## src/rtl/program_loader.sv

```systemverilog
// Instruction-memory loader: packs field/branch beats into 9-bit words, buffers them in a
// small FIFO and writes them to consecutive addresses, tracking program length and overflow.
module program_loader #(
  parameter int DEPTH = 4
) (
  input  logic       clk,
  input  logic       reset,
  input  logic       start,
  input  logic       in_valid,
  output logic       in_ready,
  input  logic       in_kind,
  input  logic [2:0] in_opcode,
  input  logic [2:0] in_a,
  input  logic [2:0] in_b,
  input  logic [5:0] in_off6,
  input  logic       in_last,
  output logic       imem_we,
  output logic [6:0] imem_addr,
  output logic [8:0] imem_wdata,
  output logic       busy,
  output logic       done,
  output logic       overflow,
  output logic [7:0] prog_len
);

  localparam int AW = $clog2(DEPTH);
  localparam int CW = AW + 1;

  typedef enum logic [2:0] {
    S_IDLE  = 3'd0,
    S_LOAD  = 3'd1,
    S_DRAIN = 3'd2,
    S_DONE  = 3'd3,
    S_ERROR = 3'd4
  } state_t;

  state_t          state_r;
  logic [8:0]      fifo_mem_r [DEPTH];
  logic [AW-1:0]   rd_ptr_r;
  logic [AW-1:0]   wr_ptr_r;
  logic [CW-1:0]   count_r;
  logic [6:0]      acc_cnt_r;
  logic            acc_full_r;

  logic [8:0]      beat_word_s;
  logic            accept_s;
  logic            push_s;
  logic            pop_s;
  logic            ovf_s;

  // Beat encoding, handshake and FIFO push/pop decisions.
  always_comb begin
    beat_word_s = {in_opcode, in_a, in_b};
    if (in_kind) begin
      beat_word_s = {3'b010, in_off6};
    end else begin
      beat_word_s = {in_opcode, in_a, in_b};
    end
    in_ready = (state_r == S_LOAD) && (count_r != CW'(DEPTH));
    accept_s = in_valid && in_ready;
    // Once 128 beats are in, any further accepted beat is the overflow beat and is dropped.
    ovf_s    = accept_s && acc_full_r;
    push_s   = accept_s && !acc_full_r;
    pop_s    = (count_r != {CW{1'b0}}) && (state_r != S_ERROR);
  end

  // FIFO storage; data only, no reset needed.
  always_ff @(posedge clk) begin
    if (push_s) begin
      fifo_mem_r[wr_ptr_r] <= beat_word_s;
    end
  end

  // Control FSM, FIFO pointers, accept counter and registered memory-write port.
  always_ff @(posedge clk) begin
    if (reset) begin
      state_r    <= S_IDLE;
      rd_ptr_r   <= {AW{1'b0}};
      wr_ptr_r   <= {AW{1'b0}};
      count_r    <= {CW{1'b0}};
      acc_cnt_r  <= 7'd0;
      acc_full_r <= 1'b0;
      imem_we    <= 1'b0;
      imem_addr  <= 7'd0;
      imem_wdata <= 9'd0;
      prog_len   <= 8'd0;
      busy       <= 1'b0;
      done       <= 1'b0;
      overflow   <= 1'b0;
    end else begin
      if (push_s) begin
        wr_ptr_r  <= wr_ptr_r + AW'(1);
        acc_cnt_r <= acc_cnt_r + 7'd1;
        if (acc_cnt_r == 7'd127) begin
          acc_full_r <= 1'b1;
        end
      end
      if (pop_s) begin
        rd_ptr_r <= rd_ptr_r + AW'(1);
      end
      case ({push_s, pop_s})
        2'b10:   count_r <= count_r + CW'(1);
        2'b01:   count_r <= count_r - CW'(1);
        default: count_r <= count_r;
      endcase

      // The write address is the number of words already written.
      imem_we <= pop_s;
      if (pop_s) begin
        imem_addr  <= prog_len[6:0];
        imem_wdata <= fifo_mem_r[rd_ptr_r];
        prog_len   <= prog_len + 8'd1;
      end

      case (state_r)
        S_IDLE, S_DONE: begin
          if (start) begin
            state_r    <= S_LOAD;
            rd_ptr_r   <= {AW{1'b0}};
            wr_ptr_r   <= {AW{1'b0}};
            count_r    <= {CW{1'b0}};
            acc_cnt_r  <= 7'd0;
            acc_full_r <= 1'b0;
            prog_len   <= 8'd0;
            busy       <= 1'b1;
            done       <= 1'b0;
          end
        end
        S_LOAD: begin
          if (ovf_s) begin
            state_r  <= S_ERROR;
            count_r  <= {CW{1'b0}};
            busy     <= 1'b0;
            overflow <= 1'b1;
          end else if (push_s && in_last) begin
            state_r <= S_DRAIN;
          end
        end
        S_DRAIN: begin
          if (count_r == {CW{1'b0}}) begin
            state_r <= S_DONE;
            busy    <= 1'b0;
            done    <= 1'b1;
          end
        end
        S_ERROR: begin
          state_r <= S_ERROR;
        end
        default: begin
          state_r <= S_IDLE;
          busy    <= 1'b0;
          done    <= 1'b0;
        end
      endcase
    end
  end

endmodule
```

## config.mk

```make
export PLATFORM = sky130hd
export DESIGN_NAME = program_loader
export DESIGN_NICKNAME = d
export VERILOG_FILES = /design/src/rtl/program_loader.sv
export SDC_FILE = /design/constraint.sdc
export NUM_CORES = 1
export LEC_CHECK = 0
export CAP_MARGIN = 20
export CELL_PAD_IN_SITES_DETAIL_PLACEMENT = 2
export CELL_PAD_IN_SITES_GLOBAL_PLACEMENT = 2
export CORE_ASPECT_RATIO = 1.25
export CORE_MARGIN = 2
export CORE_UTILIZATION = 36
export DETAILED_ROUTE_END_ITERATION = 16
export GPL_TIMING_DRIVEN = 0
export PLACE_DENSITY_LB_ADDON = 0.1
export REMOVE_ABC_BUFFERS = 1
export SLEW_MARGIN = 20
export SYNTH_ARGS = -nofsm -noshare
export SYNTH_HDL_FRONTEND = slang
export SYNTH_SLANG_ARGS = --single-unit
```

## constraint.sdc

```tcl
create_clock -name clk -period 3.3 [get_ports clk]
set_input_delay 0.495 -clock clk [delete_from_list [all_inputs] [get_ports clk]]
set_output_delay 0.495 -clock clk [all_outputs]
set_load 0.02 [all_outputs]
```

==> Word-level counts from Yosys, hierarchy flattened <==
Memory sizes are Yosys's and may differ from the RTL's. A register that Yosys moved wholly into a read port is not among the register bits.
Cells that the tools add are included.
{ "totals": {"ff_bits": 37, "mem_bits_rw": 36, "in_bits": 21, "output_inout_bits": 29, "memories": 1} }
{ "op_classes": {"addsub": 6, "eq_ne": 13, "muxes": 35, "bitwise_logic": 2, "reduce_logical": 16} }
{ "memory_table": {"columns": ["memory", "depth", "width", "read_ports", "rd_ports_with_merged_regs", "write_ports", "line_no", "source"], "rows": [
  ["fifo_mem_r", 4, 9, 1, 1, 1, "38", "logic [8:0] fifo_mem_r [DEPTH];"]
]} }
{ "op_table": {"columns": ["operator", "n"], "rows": [
  ["$mux 8", 3],
  ["$mux 7", 3],
  ["$mux 3", 6],
  ["$mux 2", 6],
  ["$pmux 3 s2", 2],
  ["$pmux 3 s4", 1],
  ["$mux 1", 11],
  ["$mux 9", 1],
  ["$add 8x1->8 const B", 1],
  ["$add 7x1->7 const B", 1],
  ["$eq 7x7->1 const B", 1],
  ["$eq 3x2->1 const B", 2],
  ["$logic_and 1x1->1", 6],
  ["$logic_not 3->1", 2],
  ["$ne 2x2->1 const B", 3],
  ["$ne 3x3->1 const B", 2],
  ["$reduce_and 3->1", 2],
  ["$add 2x1->2 const B", 2],
  ["$pmux 1 s4", 1],
  ["$reduce_and 4->1", 1],
  ["$reduce_or 2->1", 2],
  ["$add 3x1->3 const B", 1],
  ["$eq 3x1->1 const B", 1],
  ["$eq 3x3->1 const B", 1],
  ["9 further kinds", 10]
]} }

==> Longest topological paths before layout <==
{ "depth": {"word_depth": 8, "mapped_depth": 10, "ltp_nobuf": 8} }

==> Worst setup path before layout <==
Ideal clock, no wire load.
{ "synth_path": {"path_type": "flip-flop to flip-flop", "start": "register state_r[1]", "end": "register count_r[2]", "setup_ns": 0.086, "t_arrival_ns": 2.328, "required_time_ns": 3.214, "setup_slack_ns": 0.887, "stages_incl_launch_ff": 11, "path_buffers": 2, "period_less_slack_ns": 2.413, "path_cell_list": "dfxtp_1 -> buf_2 -> nand4bb_1 -> buf_2 -> nor3_2 -> inv_1 -> ha_1 -> fa_1 -> xnor2_1 -> or3_1 -> a211oi_1"} }
{ "synth_via": {"elab_chain_len": 8} }
{ "synth_lines": {"columns": ["element", "line_no", "source"], "rows": [
  ["start: declaration", "37", "state_t state_r;"],
  ["start signal: assignment", "77", "state_r <= S_IDLE;"],
  ["start signal: assignment", "118", "state_r <= S_LOAD;"],
  ["start signal: assignment", "131", "state_r <= S_ERROR;"],
  ["$eq 3x1->1", "59, 115", null],
  ["$logic_and 1x1->1", "59", "in_ready = (state_r == S_LOAD) && (count_r != CW'(DEPTH));"],
  ["$logic_and 1x1->1", "60", "accept_s = in_valid && in_ready;"],
  ["$logic_and 1x1->1", "63", "push_s = accept_s && !acc_full_r;"],
  ["$eq 2x1->1 / $eq 2x2->1 (equally long branches)", "101", "case ({push_s, pop_s})"],
  ["$pmux 3 s2", "101", null],
  ["$mux 3 (on tied branches)", "130, 117", null],
  ["$pmux 3 s2 *", "115", "case (state_r)"],
  ["end signal: assignment", "102", "2'b10: count_r <= count_r + CW'(1);"],
  ["end signal: assignment", "103", "2'b01: count_r <= count_r - CW'(1);"],
  ["end signal: assignment", "132", "count_r <= {CW{1'b0}};"],
  ["end: declaration", "41", "logic [CW-1:0] count_r;"]
]} }
Every way passes the cells marked *; elsewhere a longest branch is shown, timed or not.
A chain may end at the register's enable or synchronous reset.

==> Worst setup path in the final report <==
{ "layout_path": {"start": "input port in_valid", "end": "register count_r[2]"} }
{ "layout_via": {"elab_chain_len": 6} }
{ "layout_lines": {"columns": ["element", "line_no", "source"], "rows": [
  ["start: declaration", "9", "input logic in_valid,"],
  ["$logic_and 1x1->1 *", "60", null],
  ["$logic_and 1x1->1", "63", null],
  ["$eq 2x1->1 / $eq 2x2->1 (equally long branches)", "101", null],
  ["$pmux 3 s2", "101", null],
  ["$mux 3 (on tied branches)", "130, 117", null],
  ["$pmux 3 s2 *", "115", null]
]} }
Marks and branches as above.

==> flow_metrics.tcl <==
set metrics [dict create \
    status "finished, final reports clean" \
    power_leakage_nw 1.41 \
    internal_power_mw 1.90 \
    mostFrequentLayoutCells "clkdlybuf4s50_1 (48), dfxtp_1 (45), edfxtp_1 (36)" \
    netlist_top_cells_area "edfxtp_1 (29%), dfxtp_1 (25%), mux4_2 (5.4%)" \
    hold_buffers 0 \
    nets 393 \
    fin_worst_skew_ns 0.00666 \
    grt_pass1_wl_um 15900 \
    grt_pass1_vias 3028 \
    combPwrFrac 0.221 \
    htreeDepth 3 \
    netlist_area_um2 3730 \
    core_area_um2 10100 \
    timing.hold.ws_ns 0.475 \
    crit_start "in_valid" \
    rows 41 \
    drtPass1Iterations 4 \
    numCtsBuffers 9 \
    end_kind "register" \
    vias_per_cell 5.63 \
    start_util 0.369 \
    yosys.area.top_type_share 0.290 \
    setup_violations 0 \
    ant_nets 0 \
    cts_resized 0 \
    hold_path.class "register to register" \
    stdcell_count 498 \
    drtIter0Drc 104 \
    grt_max_degree 29 \
    cts_tree "done" \
    route.detailed.drc 0 \
    track_usage 0.188 \
    finalHoldViolations 0 \
    p_per_area_nw_per_um2 601 \
    ir_drop_uv 289 \
    slew_headroom 0.293 \
    hpwlAfterDp_um 6490 \
    mostFrequentLayoutCell "clkdlybuf4s50_1" \
    yosys_warnings 0 \
    crit_fanout 14 \
    seq_area_frac_synth 0.536 \
    crit_required_ns 3.54 \
    path_clk_slew_ns 0.06 \
    gp_congestion 0.728 \
    routed_wl_um 9680 \
    placedCellCount 482 \
    synth_flop_cell "dfxtp_1" \
    ff2ff_path_depth 8 \
    criticalPathCategory "input port to register" \
    grt_antenna_before_repair 0 \
    nFillCells 981 \
    portBuffers 49 \
    synth_enable_flop_cells 36 \
    maxCapViolCount 0 \
    overflow 0 \
    n_antenna_cell 0 \
    clock_power_share 0.341 \
    fmax_mhz 328 \
    syn_inst 327 \
    synth_cell_types 51 \
    die_x_um 95.1 \
    synth_largest_area_cell "edfxtp_1" \
    die_area_um2 11200 \
    clockBufferDepth 2 \
    rsz0062_at_grt "no" \
    cts.sinks 82 \
    cp-start-kind "input port" \
    ys_ff_latch 82 \
    switching_share 0.311 \
    r2r_start "state_r[1]" \
    critPathArrivalTime_ns 3.28 \
    multiInputGateArea_um2 1600 \
    period_share 0.923 \
    cts-root-buf "clkbuf_16" \
    drv_slew 0 \
    wl_per_cell_um 19.4 \
    area_delta_synth_final_pct 23.0 \
    synthArstFlopShare 0 \
    holdCritStartpoint "overflow" \
    seq_power_share 0.438 \
    cts_setup_buffers 0 \
    regArea_um2 2000 \
    min_period_ns 3.04 \
    die_h_um 118 \
    tightest_slew_ns 1.06 \
    io_pins 50 \
    vias 2806 \
    hold_path_depth 1 \
    drive_gt1_frac 0.130 \
    syn_area_per_cell_um2 11.4 \
    p_sw_mw 0.858 \
    clk-insertion-delay-late_ns 0.34 \
]
final timing paths:
| check | endpoint | slack [ns] |
|---|---|---|
| hold / removal | overflow | 0.48 |
| hold reg to reg | overflow | 0.48 |
| setup / recovery | count_r[2] | 0.26 |
| setup reg to reg | count_r[2] | 0.29 |
layout make-up:
type	count	share of cell area
clock inverters	6	0.0106
multi-input cells	211	0.348
inverters	8	0.00654
repair buffers	52	0.114
flip-flops and latches	82	0.436
clock buffers	10	0.0499
well taps	129	0.0352
state kept, by name, summed over array words and instances, names as in the netlist:
name / flops
fifo_mem_r: 36
imem_wdata: 9
prog_len: 8
acc_cnt_r: 7
imem_addr: 7
count_r: 3
state_r: 3
rd_ptr_r: 2
wr_ptr_r: 2
acc_full_r: 1
busy: 1
done: 1
imem_we: 1
overflow: 1
per-layer routing:
metal,share of wire,vias up,global-route usage
met5,0,-,0
met4,0.016,0,0.0725
met3,0.021,11,0.0243
met2,0.53,42,0.333
met1,0.43,1428,0.225
li1,-,1325,-
worst max-delay path, stage by stage:
cell,delay (ns)
clkdlybuf4s50_1,0.57
nand4bb_2,0.39
nor3_2,0.43
inv_1,0.09
ha_1,0.23
fa_1,0.39
xnor2_1,0.14
or3_1,0.30
a211oi_1,0.24
synth_stat cells, drive strengths merged, types with 2 or more instances:
cell type  instances
nand2              5
mux2i              7
xor2               2
a2111oi            2
and2               4
nor3b              3
or3b               3
or3                3
nand2b             4
mux4               9
edfxtp            36
o21ai             29
inv                7
nor2              10
or4                8
nand3             22
dfxtp             46
nor3               9
nor2b              3
nand4b             3
a211oi             4
mux2               6
nor4               6
buf               16
clkbuf            10
o211ai             6
o31ai             10
ha                 7
a21oi             30
nand4              5
cells by family after synthesis:
| logic type | Yosys count | share of synthesized area |
|---|---|---|
| mux | 22 | 0.0912 |
| buf+inv | 34 | 0.0409 |
| compound gates | 86 | 0.137 |
| xor+xnor | 3 | 0.00704 |
| fa+ha+maj | 8 | 0.0288 |
| simple gates | 92 | 0.158 |
| flops | 82 | 0.536 |
power groups by stage:
stage               clock network (mW)  registers (mW)  logic [mW]
floorplan                            0            1.26       0.297
global placement                     0            1.23       0.571
detailed placement                   0            1.23       0.616
CTS                              0.968            1.21       0.619
global route                      1.01            1.22       0.671
finish                           0.941            1.21       0.609
per-stage QoR:
step / setup WS, ns / util / TNS (ns) / power [mW] / instance area (µm²)
global placement: -0.424 / 0.422 / -2.38 / 1.80 / 4260
floorplan: 0.515 / - / 0 / 1.56 / 3610
detailed placement: -0.247 / 0.426 / -0.247 / 1.85 / 4310
CTS: 0.0162 / 0.454 / 0 / 2.80 / 4580
finish: 0.255 / 0.454 / 0 / 2.76 / 4590
global route: 0.0227 / 0.454 / 0 / 2.90 / 4590
(Power assumes the default switching activity.)
